### config.mk
export PLATFORM = sky130hd
export DESIGN_NAME = serial_seq_ctrl
export DESIGN_NICKNAME = d
export VERILOG_FILES = /design/src/rtl/serial_seq_pkg.sv /design/src/rtl/serial_seq_cnt.sv /design/src/rtl/serial_seq_ctrl.sv
export SDC_FILE = /design/constraint.sdc
export NUM_CORES = 1
export LEC_CHECK = 0
export BUFFER_PORTS_ARGS = -buffer_cell sky130_fd_sc_hd__buf_4
export CAP_MARGIN = 30
export CORE_UTILIZATION = 40
export DETAILED_ROUTE_END_ITERATION = 12
export PLACE_DENSITY = 0.66
export SLEW_MARGIN = 20
export SYNTH_ARGS = -nofsm -noshare
export SYNTH_HDL_FRONTEND = slang
export SYNTH_SLANG_ARGS = --single-unit
### constraint.sdc
create_clock -name clk -period 2.62 [get_ports clk]
set_input_delay 0.786 -clock clk [delete_from_list [all_inputs] [get_ports clk]]
set_output_delay 0.786 -clock clk [all_outputs]
set_load 0.01 [all_outputs]
### src/rtl/serial_seq_pkg.sv
// Shared types and helpers for the serial sequencer.
package serial_seq_pkg;

    // Upper bound on pattern length supported by the sequencer.
    localparam int SEQ_MAX_WIDTH = 32;

    // Sequencer control states.
    typedef enum logic [2:0] {
        IDLE  = 3'd0,
        CLR   = 3'd1,
        RUN   = 3'd2,
        DRAIN = 3'd3,
        DONE  = 3'd4
    } seq_state_t;

    // Mask with the low n bits set; n at or above the maximum width gives all ones.
    function automatic logic [SEQ_MAX_WIDTH-1:0] low_mask(input int n);
        if (n >= SEQ_MAX_WIDTH)
            return '1;
        else
            return (SEQ_MAX_WIDTH'(1) << n) - SEQ_MAX_WIDTH'(1);
    endfunction

endpackage

### src/rtl/serial_seq_cnt.sv
// Bit counter shared by the shift-out and capture indexing of the sequencer.
// cnt is the index of the pattern bit currently driven to the FSM; last flags
// the final bit of the run.
module serial_seq_cnt #(
    parameter int LEN_W = 4
) (
    input  logic             clk,
    input  logic             rst_n,
    input  logic             clr,
    input  logic             en,
    input  logic [LEN_W-1:0] len,
    output logic [LEN_W-1:0] cnt,
    output logic             last
);

    // Counter register: clear on a new run, advance while enabled.
    // NOTE: sequential state uses non-blocking assignments so every flop
    // samples the pre-edge values, independent of block evaluation order.
    always_ff @(posedge clk or negedge rst_n) begin
        if (!rst_n)
            cnt <= '0;
        else if (clr)
            cnt <= '0;
        else if (en)
            cnt <= cnt + LEN_W'(1);
    end

    assign last = (cnt == len - LEN_W'(1));

endmodule

### src/rtl/serial_seq_ctrl.sv
// Serial-input FSM sequencer: accepts a pattern, resets the attached FSM for
// one cycle, shifts the pattern out LSB first and captures the Moore output
// one cycle behind each bit into an index-addressed response word.
// Optional build macro SERIAL_SEQ_COMPARE_EN adds an expected-response compare
// (ports expected, mismatch, err_cnt).
module serial_seq_ctrl
    import serial_seq_pkg::*;
#(
    parameter int WIDTH = 8,
    parameter int LEN_W = $clog2(WIDTH + 1)
) (
    input  logic             clk,
    input  logic             rst_n,
    input  logic             start,
    input  logic [WIDTH-1:0] pattern,
    input  logic [LEN_W-1:0] len,
`ifdef SERIAL_SEQ_COMPARE_EN
    input  logic [WIDTH-1:0] expected,
    output logic             mismatch,
    output logic [7:0]       err_cnt,
`endif
    output logic             ready,
    output logic             busy,
    output logic             done,
    output logic [WIDTH-1:0] resp,
    output logic             fsm_in,
    output logic             fsm_rst_n,
    input  logic             fsm_out
);

    seq_state_t       state;
    logic [WIDTH-1:0] pat_q;
    logic [LEN_W-1:0] len_q;
    logic [LEN_W-1:0] len_eff;
    logic [LEN_W-1:0] cnt;
    logic [LEN_W-1:0] cnt_nxt;
    logic [LEN_W-1:0] cap_idx;
    logic [WIDTH-1:0] resp_nxt;
    logic             last;
    logic             accept;
    logic             cnt_en;
    logic             next_bit;

    // Oversized requests are clamped to the register width.
    assign len_eff = (len > LEN_W'(WIDTH)) ? LEN_W'(WIDTH) : len;
    assign accept  = start && ready;
    assign cnt_en  = (state == RUN) && !last;
    assign cnt_nxt = cnt + LEN_W'(1);
    // Pattern bit for the next RUN cycle; a mask test avoids an oversized index.
    assign next_bit = |(pat_q & (WIDTH'(1) << cnt_nxt));

    serial_seq_cnt #(
        .LEN_W (LEN_W)
    ) u_cnt (
        .clk   (clk),
        .rst_n (rst_n),
        .clr   (accept),
        .en    (cnt_en),
        .len   (len_q),
        .cnt   (cnt),
        .last  (last)
    );

    // Next response word: cleared on accept, one bit written per capture.
    // The counter holds at len-1 during DRAIN, so DRAIN captures at cnt while
    // RUN captures the previous bit at cnt-1.
    always_comb begin
        // NOTE: every combinational output gets a default first so no path
        // leaves it unassigned and no latch is inferred.
        resp_nxt = resp;
        cap_idx  = cnt;
        if (accept) begin
            resp_nxt = '0;
        end else if ((state == RUN && cnt != '0) || state == DRAIN) begin
            cap_idx  = (state == RUN) ? cnt - LEN_W'(1) : cnt;
            resp_nxt = (resp & ~(WIDTH'(1) << cap_idx))
                     | ({{(WIDTH-1){1'b0}}, fsm_out} << cap_idx);
        end
    end

    // Control FSM with registered handshake and FSM-drive outputs.
    always_ff @(posedge clk or negedge rst_n) begin
        if (!rst_n) begin
            state     <= IDLE;
            ready     <= 1'b0;
            busy      <= 1'b0;
            done      <= 1'b0;
            resp      <= '0;
            fsm_in    <= 1'b0;
            fsm_rst_n <= 1'b0;
            pat_q     <= '0;
            len_q     <= '0;
        end else begin
            resp <= resp_nxt;
            done <= 1'b0;
            case (state)
                IDLE: begin
                    ready     <= 1'b1;
                    fsm_rst_n <= 1'b1;
                    fsm_in    <= 1'b0;
                    if (accept) begin
                        pat_q <= pattern;
                        len_q <= len_eff;
                        ready <= 1'b0;
                        if (len_eff == '0) begin
                            // Empty run: report completion with an all-zero response.
                            state <= DONE;
                            done  <= 1'b1;
                        end else begin
                            state     <= CLR;
                            busy      <= 1'b1;
                            fsm_rst_n <= 1'b0;
                        end
                    end
                end
                CLR: begin
                    state     <= RUN;
                    fsm_rst_n <= 1'b1;
                    fsm_in    <= pat_q[0];
                end
                RUN: begin
                    if (last) begin
                        state  <= DRAIN;
                        fsm_in <= 1'b0;
                    end else begin
                        fsm_in <= next_bit;
                    end
                end
                DRAIN: begin
                    state <= DONE;
                    done  <= 1'b1;
                    busy  <= 1'b0;
                end
                DONE: begin
                    state <= IDLE;
                    ready <= 1'b1;
                end
                default: begin
                    state <= IDLE;
                end
            endcase
        end
    end

`ifdef SERIAL_SEQ_COMPARE_EN
    logic [WIDTH-1:0] exp_q;
    logic [WIDTH-1:0] len_mask;

    assign len_mask = WIDTH'(low_mask(int'(len_q)));

    // Compare the final response against the expected word when done is raised.
    always_ff @(posedge clk or negedge rst_n) begin
        if (!rst_n) begin
            exp_q    <= '0;
            mismatch <= 1'b0;
            err_cnt  <= 8'd0;
        end else if (accept) begin
            exp_q    <= expected;
            mismatch <= 1'b0;
        end else if (state == DRAIN && |((resp_nxt ^ exp_q) & len_mask)) begin
            mismatch <= 1'b1;
            if (err_cnt != 8'hFF)
                err_cnt <= err_cnt + 8'd1;
        end
    end
`endif

endmodule

# [Yosys cells after proc, flatten, opt, wreduce, memory -nomap -nowiden]
# Index checks and enable logic that the tools add are counted.
[totals] word_cells=69 register_bits=32
[classes] n_eq_ne=8 bitwise=4 n_mux=22 addsub=3 n_reduce_logical=18 n_lt_le_gt_ge=1 shift=3
[ops] cell="$and A8 B8 Y8" n=2
[ops] cell="$mux W4" n=4
[ops] cell="$mux W8" n=2
[ops] cell="$shl A1 B4 Y8 const A" n=2
[ops] cell="$pmux W3 S4" n=1
[ops] cell="$reduce_bool A2 Y1" n=5
[ops] cell="$mux W3" n=3
[ops] cell="$not A8 Y8" n=1
[ops] cell="$or A8 B8 Y8" n=1
[ops] cell="$pmux W1 S2" n=4
[ops] cell="$reduce_or A8 Y1" n=1
[ops] cell="$shl A1 B4 Y8" n=1
[ops] cell="$sub A4 B1 Y4 const B" n=2
[ops] cell="$mux W1" n=7
[ops] cell="$eq A3 B2 Y1 const B" n=2
[ops] cell="$ne A2 B2 Y1 const B" n=3
[ops] cell="$add A4 B1 Y4 const B" n=1
[ops] cell="$eq A4 B4 Y1" n=1
[ops] cell="$gt A4 B4 Y1 const B" n=1
[ops] cell="$logic_not A4 Y1" n=1
[ops] cell="$reduce_and A2 Y1" n=2
[ops] cell="$reduce_bool A4 Y1" n=1
[ops] cell="$eq A3 B1 Y1 const B" n=1
[ops] cell="$eq A3 B3 Y1 const B" n=1
[ops] cell="7 further kinds" n=9

# [Depth between registers and ports, before layout]
[depth] ltp_word=8 depth_mapped=8 mapped_depth_nobuf=6

# [Modules after synthesis]
# A second synthesis with hierarchy kept.
[hier_totals] cells_unflattened=197 area_unflattened_um2=1784.2
[modules_own_cells] module="serial_seq_ctrl" cells_per_inst=171 area_per_inst_um2=1515.2 seq_area_each_um2=700.7 n_inst=1
[modules_own_cells] module="serial_seq_cnt" cells_per_inst=26 area_per_inst_um2=269.0 seq_area_each_um2=100.1 n_inst=1

# [Worst setup path before layout]
# OpenSTA, ideal clock, no wires.
[synth_path] path_type="register -> register" start="register u_cnt.cnt[0]" end="register resp[1]" setup_time_ps=130 path_buffers=2 path_stages_with_launch=9 required_ps=2490 period_less_slack_ps=1999 arrival_time_ps=1869 path_slack_ps=621 path_cell_list="dfrtp_1 -> buf_2 -> buf_2 -> inv_1 -> ha_1 -> o21bai_1 -> a211oi_1 -> o211ai_1 -> mux2i_1"
[synth_between] elab_chain_len=8
[synth_rtl] element="start: declaration" line_no="serial_seq_cnt.sv:12" text="output logic [LEN_W-1:0] cnt,"
[synth_rtl] element="start signal: assignment" line_no="serial_seq_cnt.sv:25" text="cnt <= cnt + LEN_W'(1);"
[synth_rtl] element="$sub A4 B1 Y4" line_no="serial_seq_ctrl.sv:75" text="cap_idx = (state == RUN) ? cnt - LEN_W'(1) : cnt;"
[synth_rtl] element="$mux W4" line_no="serial_seq_ctrl.sv:75"
[synth_rtl] element="$shl A1 B4 Y8" line_no="serial_seq_ctrl.sv:76" text="resp_nxt = (resp & ~(WIDTH'(1) << cap_idx))"
[synth_rtl] element="$not A8 Y8" line_no="serial_seq_ctrl.sv:76"
[synth_rtl] element="$and A8 B8 Y8" line_no="serial_seq_ctrl.sv:76"
[synth_rtl] element="$or A8 B8 Y8" line_no="serial_seq_ctrl.sv:77" text="| ({{(WIDTH-1){1'b0}}, fsm_out} << cap_idx);"
[synth_rtl] element="$mux W8" line_no="serial_seq_ctrl.sv:74" text="end else if ((state == RUN && cnt != '0) || state == DRAIN) begin"
[synth_rtl] element="$mux W8" line_no="serial_seq_ctrl.sv:72" text="if (accept) begin"
[synth_rtl] element="end signal: assignment" line_no="serial_seq_ctrl.sv:94" text="resp <= resp_nxt;"
[synth_rtl] element="end: declaration" line_no="serial_seq_ctrl.sv:25" text="output logic [WIDTH-1:0] resp,"
# Several ways; a longest one is shown, not always the timed one. The select of a mux whose other input is x is not followed.
# A chain may end at the register's enable or synchronous reset.

# [Final worst setup path]
[layout_path] start="register len_q[0]" end="register u_cnt.cnt[1]"
[layout_between] elab_chain_len=5
[layout_rtl] element="start: declaration" line_no="serial_seq_ctrl.sv:33" text="logic [LEN_W-1:0] len_q;"
[layout_rtl] element="start signal: assignment" line_no="serial_seq_ctrl.sv:103" text="len_q <= len_eff;"
[layout_rtl] element="$sub A4 B1 Y4" line_no="serial_seq_cnt.sv:28" text="assign last = (cnt == len - LEN_W'(1));"
[layout_rtl] element="$eq A4 B4 Y1" line_no="serial_seq_cnt.sv:28"
[layout_rtl] element="$logic_not A1 Y1" line_no="serial_seq_ctrl.sv:47" text="assign cnt_en = (state == RUN) && !last;"
[layout_rtl] element="$logic_and A1 B1 Y1" line_no="serial_seq_ctrl.sv:47"
[layout_rtl] element="$reduce_bool A2 Y1 (no line)"
# Every way passes these cells.

==> impl_metrics.ini <==
[critical_path]
critPathSlowestCell = dfrtp_1
cp.arrival_ns = 2.10
required_ns = 2.78
crit_buf_inv = 1
timing.rr.end = u_cnt.cnt[1]
worstSetupPathType = reg2reg
crit_path_end_kind = flop
critPathMaxFanout = 4
crit_family = simple AND/OR/NAND/NOR gates
rr_worst_depth = 6
critPathMaxStageDelay_ns = 0.42
worstReg2RegStart = len_q[0]
crit_path_start_kind = flop
cp_cell_sequence = inv_1, ha_1, xor3_1, nor3_1, nor2_1, or3_1
reg2reg_setup_slack_ns = 0.69

[timing]
fmaxAchievable_mhz = 517
final_max_slew_viol_count = 0
relSlewSlack_pct = 55.3
fin_ws_ns = 0.687
finalClockSkew_ns = 0.00279
hold_violations = 0
max_slew.worst_pin.slew_ns = 0.667
post-route-period-util_pct = 73.8
rsz0062_at_grt = no
finalSetupTns_ns = 0
setup_viol = 0
layout_min_cycle_time_ns = 1.93

[place]
place_hpwl_mm = 2.85
io_buffers = 28
detailedPlace.worstSlack_ns = 0.615
dpl_cell_area_mm2 = 0.00223
place_congestion = 0.882

[floorplan]
chipHeight_um = 72.4
coreArea_mm2 = 0.00475
pin_count = 29
start_util_pct = 41.7
rows = 25
dieArea_mm2 = 0.00525
die-width_um = 72.4

[yosys]
synth_top_area_share_pct = 40.4
synth_edf_count = 0
ys_types = 47
synth_flop_cell = dfrtp_1
ys_top_cells_by_area = dfrtp_1 (40%), mux2i_1 (5.5%), mux2_2 (5.1%)
ys_seq_area_share_pct = 40.4
syn_nets = 222
synth-seq-cells = 32
syn_inst = 199
netlist.top_cell.by_area = dfrtp_1
synth_warnings = 0
syn-cell-area_mm2 = 0.00198
synth_area_per_cell_um2 = 9.97
async_flop_share_pct = 100

[routing]
first_iter_violations = 87
drtPass1Iterations = 4
ant_nets = 0
post_drt_wl_per_cell_um = 13.7
routed_wl_mm = 4.01
drcViolationCount = 0
vias = 1540
drt-vias-per-instance = 5.26

[global_routing]
grt_first_pass_wirelength_mm = 6.91
overflow = 0
grt_usage_pct = 17.2
grt_antenna_before_repair = 0
grt_pass1_vias = 1521
grt_max_degree = 33

[cts]
cts_setup_buffers = 0
ctsHoldBuffers = 0
cts_buffers = 5
cts-resized-gates = 0
clk_latency_ns = 0.28
cts_tree = done
htreeDepth = 2
path_clk_slew_ns = 0.06
clk_path_buf_depth = 2
clock_sinks = 32
cts_root_buf = clkbuf_8

[layout]
final.fill_count = 472
num_antenna_cells = 0
final_core_util_pct = 49.0
syn_to_final_growth_pct = 17.5
layout-drive-gt1-share_pct = 24.3
fin_area_mm2 = 0.00233
fin_nets = 249

[power_and_ir_drop]
pwr_density_cell_mw_per_mm2 = 1080
p_leak_nw = 1.06
vdd_drop_max_mv = 0.477

[min_path]
min_path_type = in2async

[outcome]
status = complete, no violations

[run]
cap_violations = 0
[registers in the layout, summed over array words and instances, names as in the netlist]
signal	cells
fsm_rst_n	1
len_q	4
fsm_in	1
busy	1
done	1
u_cnt.cnt	4
state	3
pat_q	8
ready	1
resp	8
[per-stage QoR]
stage	cells	total power (W)	hold slack (ns)
floorplan	199	0.00184	0.480
global placement	286	0.00210	0.493
detailed placement	286	0.00212	0.498
finish	293	0.00251	0.433
global route	293	0.00272	0.472
CTS	293	0.00254	0.446
[worst register-to-register path, cell delays in order, from the launching register on]
cell     delay [ns]
dfrtp_1        0.42
inv_1          0.08
ha_1           0.14
xor3_1         0.40
nor3_1         0.32
nor2_1         0.08
or3_1          0.36
[cell usage after synthesis (2+ instances only)]
library cell / instances
mux2i_1: 11
nor4b_1: 3
a21oi_1: 9
a22oi_1: 4
or3_1: 2
nand2_1: 20
o32ai_1: 2
nand2b_1: 8
xnor2_1: 6
a2bb2oi_1: 2
o211ai_1: 5
mux2_2: 9
nor2_1: 10
a21o_1: 2
nand3_1: 6
clkbuf_2: 2
a211oi_1: 2
nand4bb_1: 2
buf_6: 3
dfrtp_1: 32
clkbuf_1: 2
nor2b_1: 2
nor3_1: 4
inv_1: 6
nand4_1: 4
o21ai_0: 9
ha_1: 7
buf_2: 6
[layout make-up]
type                    count  area, um2  area share (%)
flip-flops and latches     32        801            34.4
multi-input cells         148       1080            46.3
clock buffers               7       96.3            4.13
inverters                   6       22.5           0.966
well taps                  67       83.8            3.60
repair buffers             33        248            10.6
[how the worst max path moves through the flow]
stage	startpoint	to	cells past startpoint
2_1_floorplan	u_cnt.cnt[0]	resp[1]	8
6_report	len_q[0]	u_cnt.cnt[1]	6
4_1_cts	len_q[0]	u_cnt.cnt[1]	6
3_5_place_dp	start	u_cnt.cnt[1]	5
3_3_place_gp	start	u_cnt.cnt[1]	5
5_1_grt	state[0]	resp[0]	4
[cell families after synthesis]
kind of cell	after synthesis	share of synthesized area, %
multiplexers	20	10.7
AO/OA/AOI/OAI	41	13.6
adder cells (fa/ha/maj)	7	4.41
AND/OR/NAND/NOR	71	20.6
flip-flops	32	40.4
XOR/XNOR	9	5.11
buffers and inverters	19	5.23
[cells in the final DEF (no fill, tap or decap), types with 2 or more instances in the layout]
| master | netlist | layout |
|---|---|---|
| inv_1 | 6 | 6 |
| or3_1 | 2 | 2 |
| xnor2_1 | 6 | 6 |
| buf_4 | 0 | 33 |
| o211ai_1 | 5 | 5 |
| nor4b_1 | 3 | 3 |
| nor2_1 | 10 | 10 |
| nand2_1 | 20 | 20 |
| nor3_1 | 4 | 4 |
| dfrtp_1 | 32 | 32 |
| mux2i_1 | 11 | 11 |
| nand4_1 | 4 | 4 |
| nand3_1 | 6 | 6 |
| a21o_1 | 2 | 2 |
| a2bb2oi_1 | 2 | 2 |
| ha_1 | 7 | 7 |
| nor2b_1 | 2 | 2 |
| a211oi_1 | 2 | 2 |
| o32ai_1 | 2 | 2 |
| a21oi_1 | 9 | 9 |
| o21ai_0 | 9 | 9 |
| a22oi_1 | 4 | 4 |
| mux2_2 | 9 | 9 |
| clkbuf_8 | 0 | 7 |
| nand4bb_1 | 2 | 2 |
| nand2b_1 | 8 | 8 |
[power breakdown]
| part | switching [W] | internal, W |
|---|---|---|
| Clock | 0.000177 | 0.000234 |
| Combinational | 0.000677 | 0.000600 |
| Sequential | 0.000161 | 0.000666 |
| Total | 0.00101 | 0.00150 |
[layer usage]
layer / track usage [%] / wire length (um) / vias up
met2: 28.1 / 1970 / 41
met5: 0 / 0 / -
met4: 9.80 / 80 / 0
met1: 21.2 / 1830 / 724
li1: - / - / 767
met3: 3.47 / 135 / 8
No activity file was read; power rests on OpenSTA's default activity.
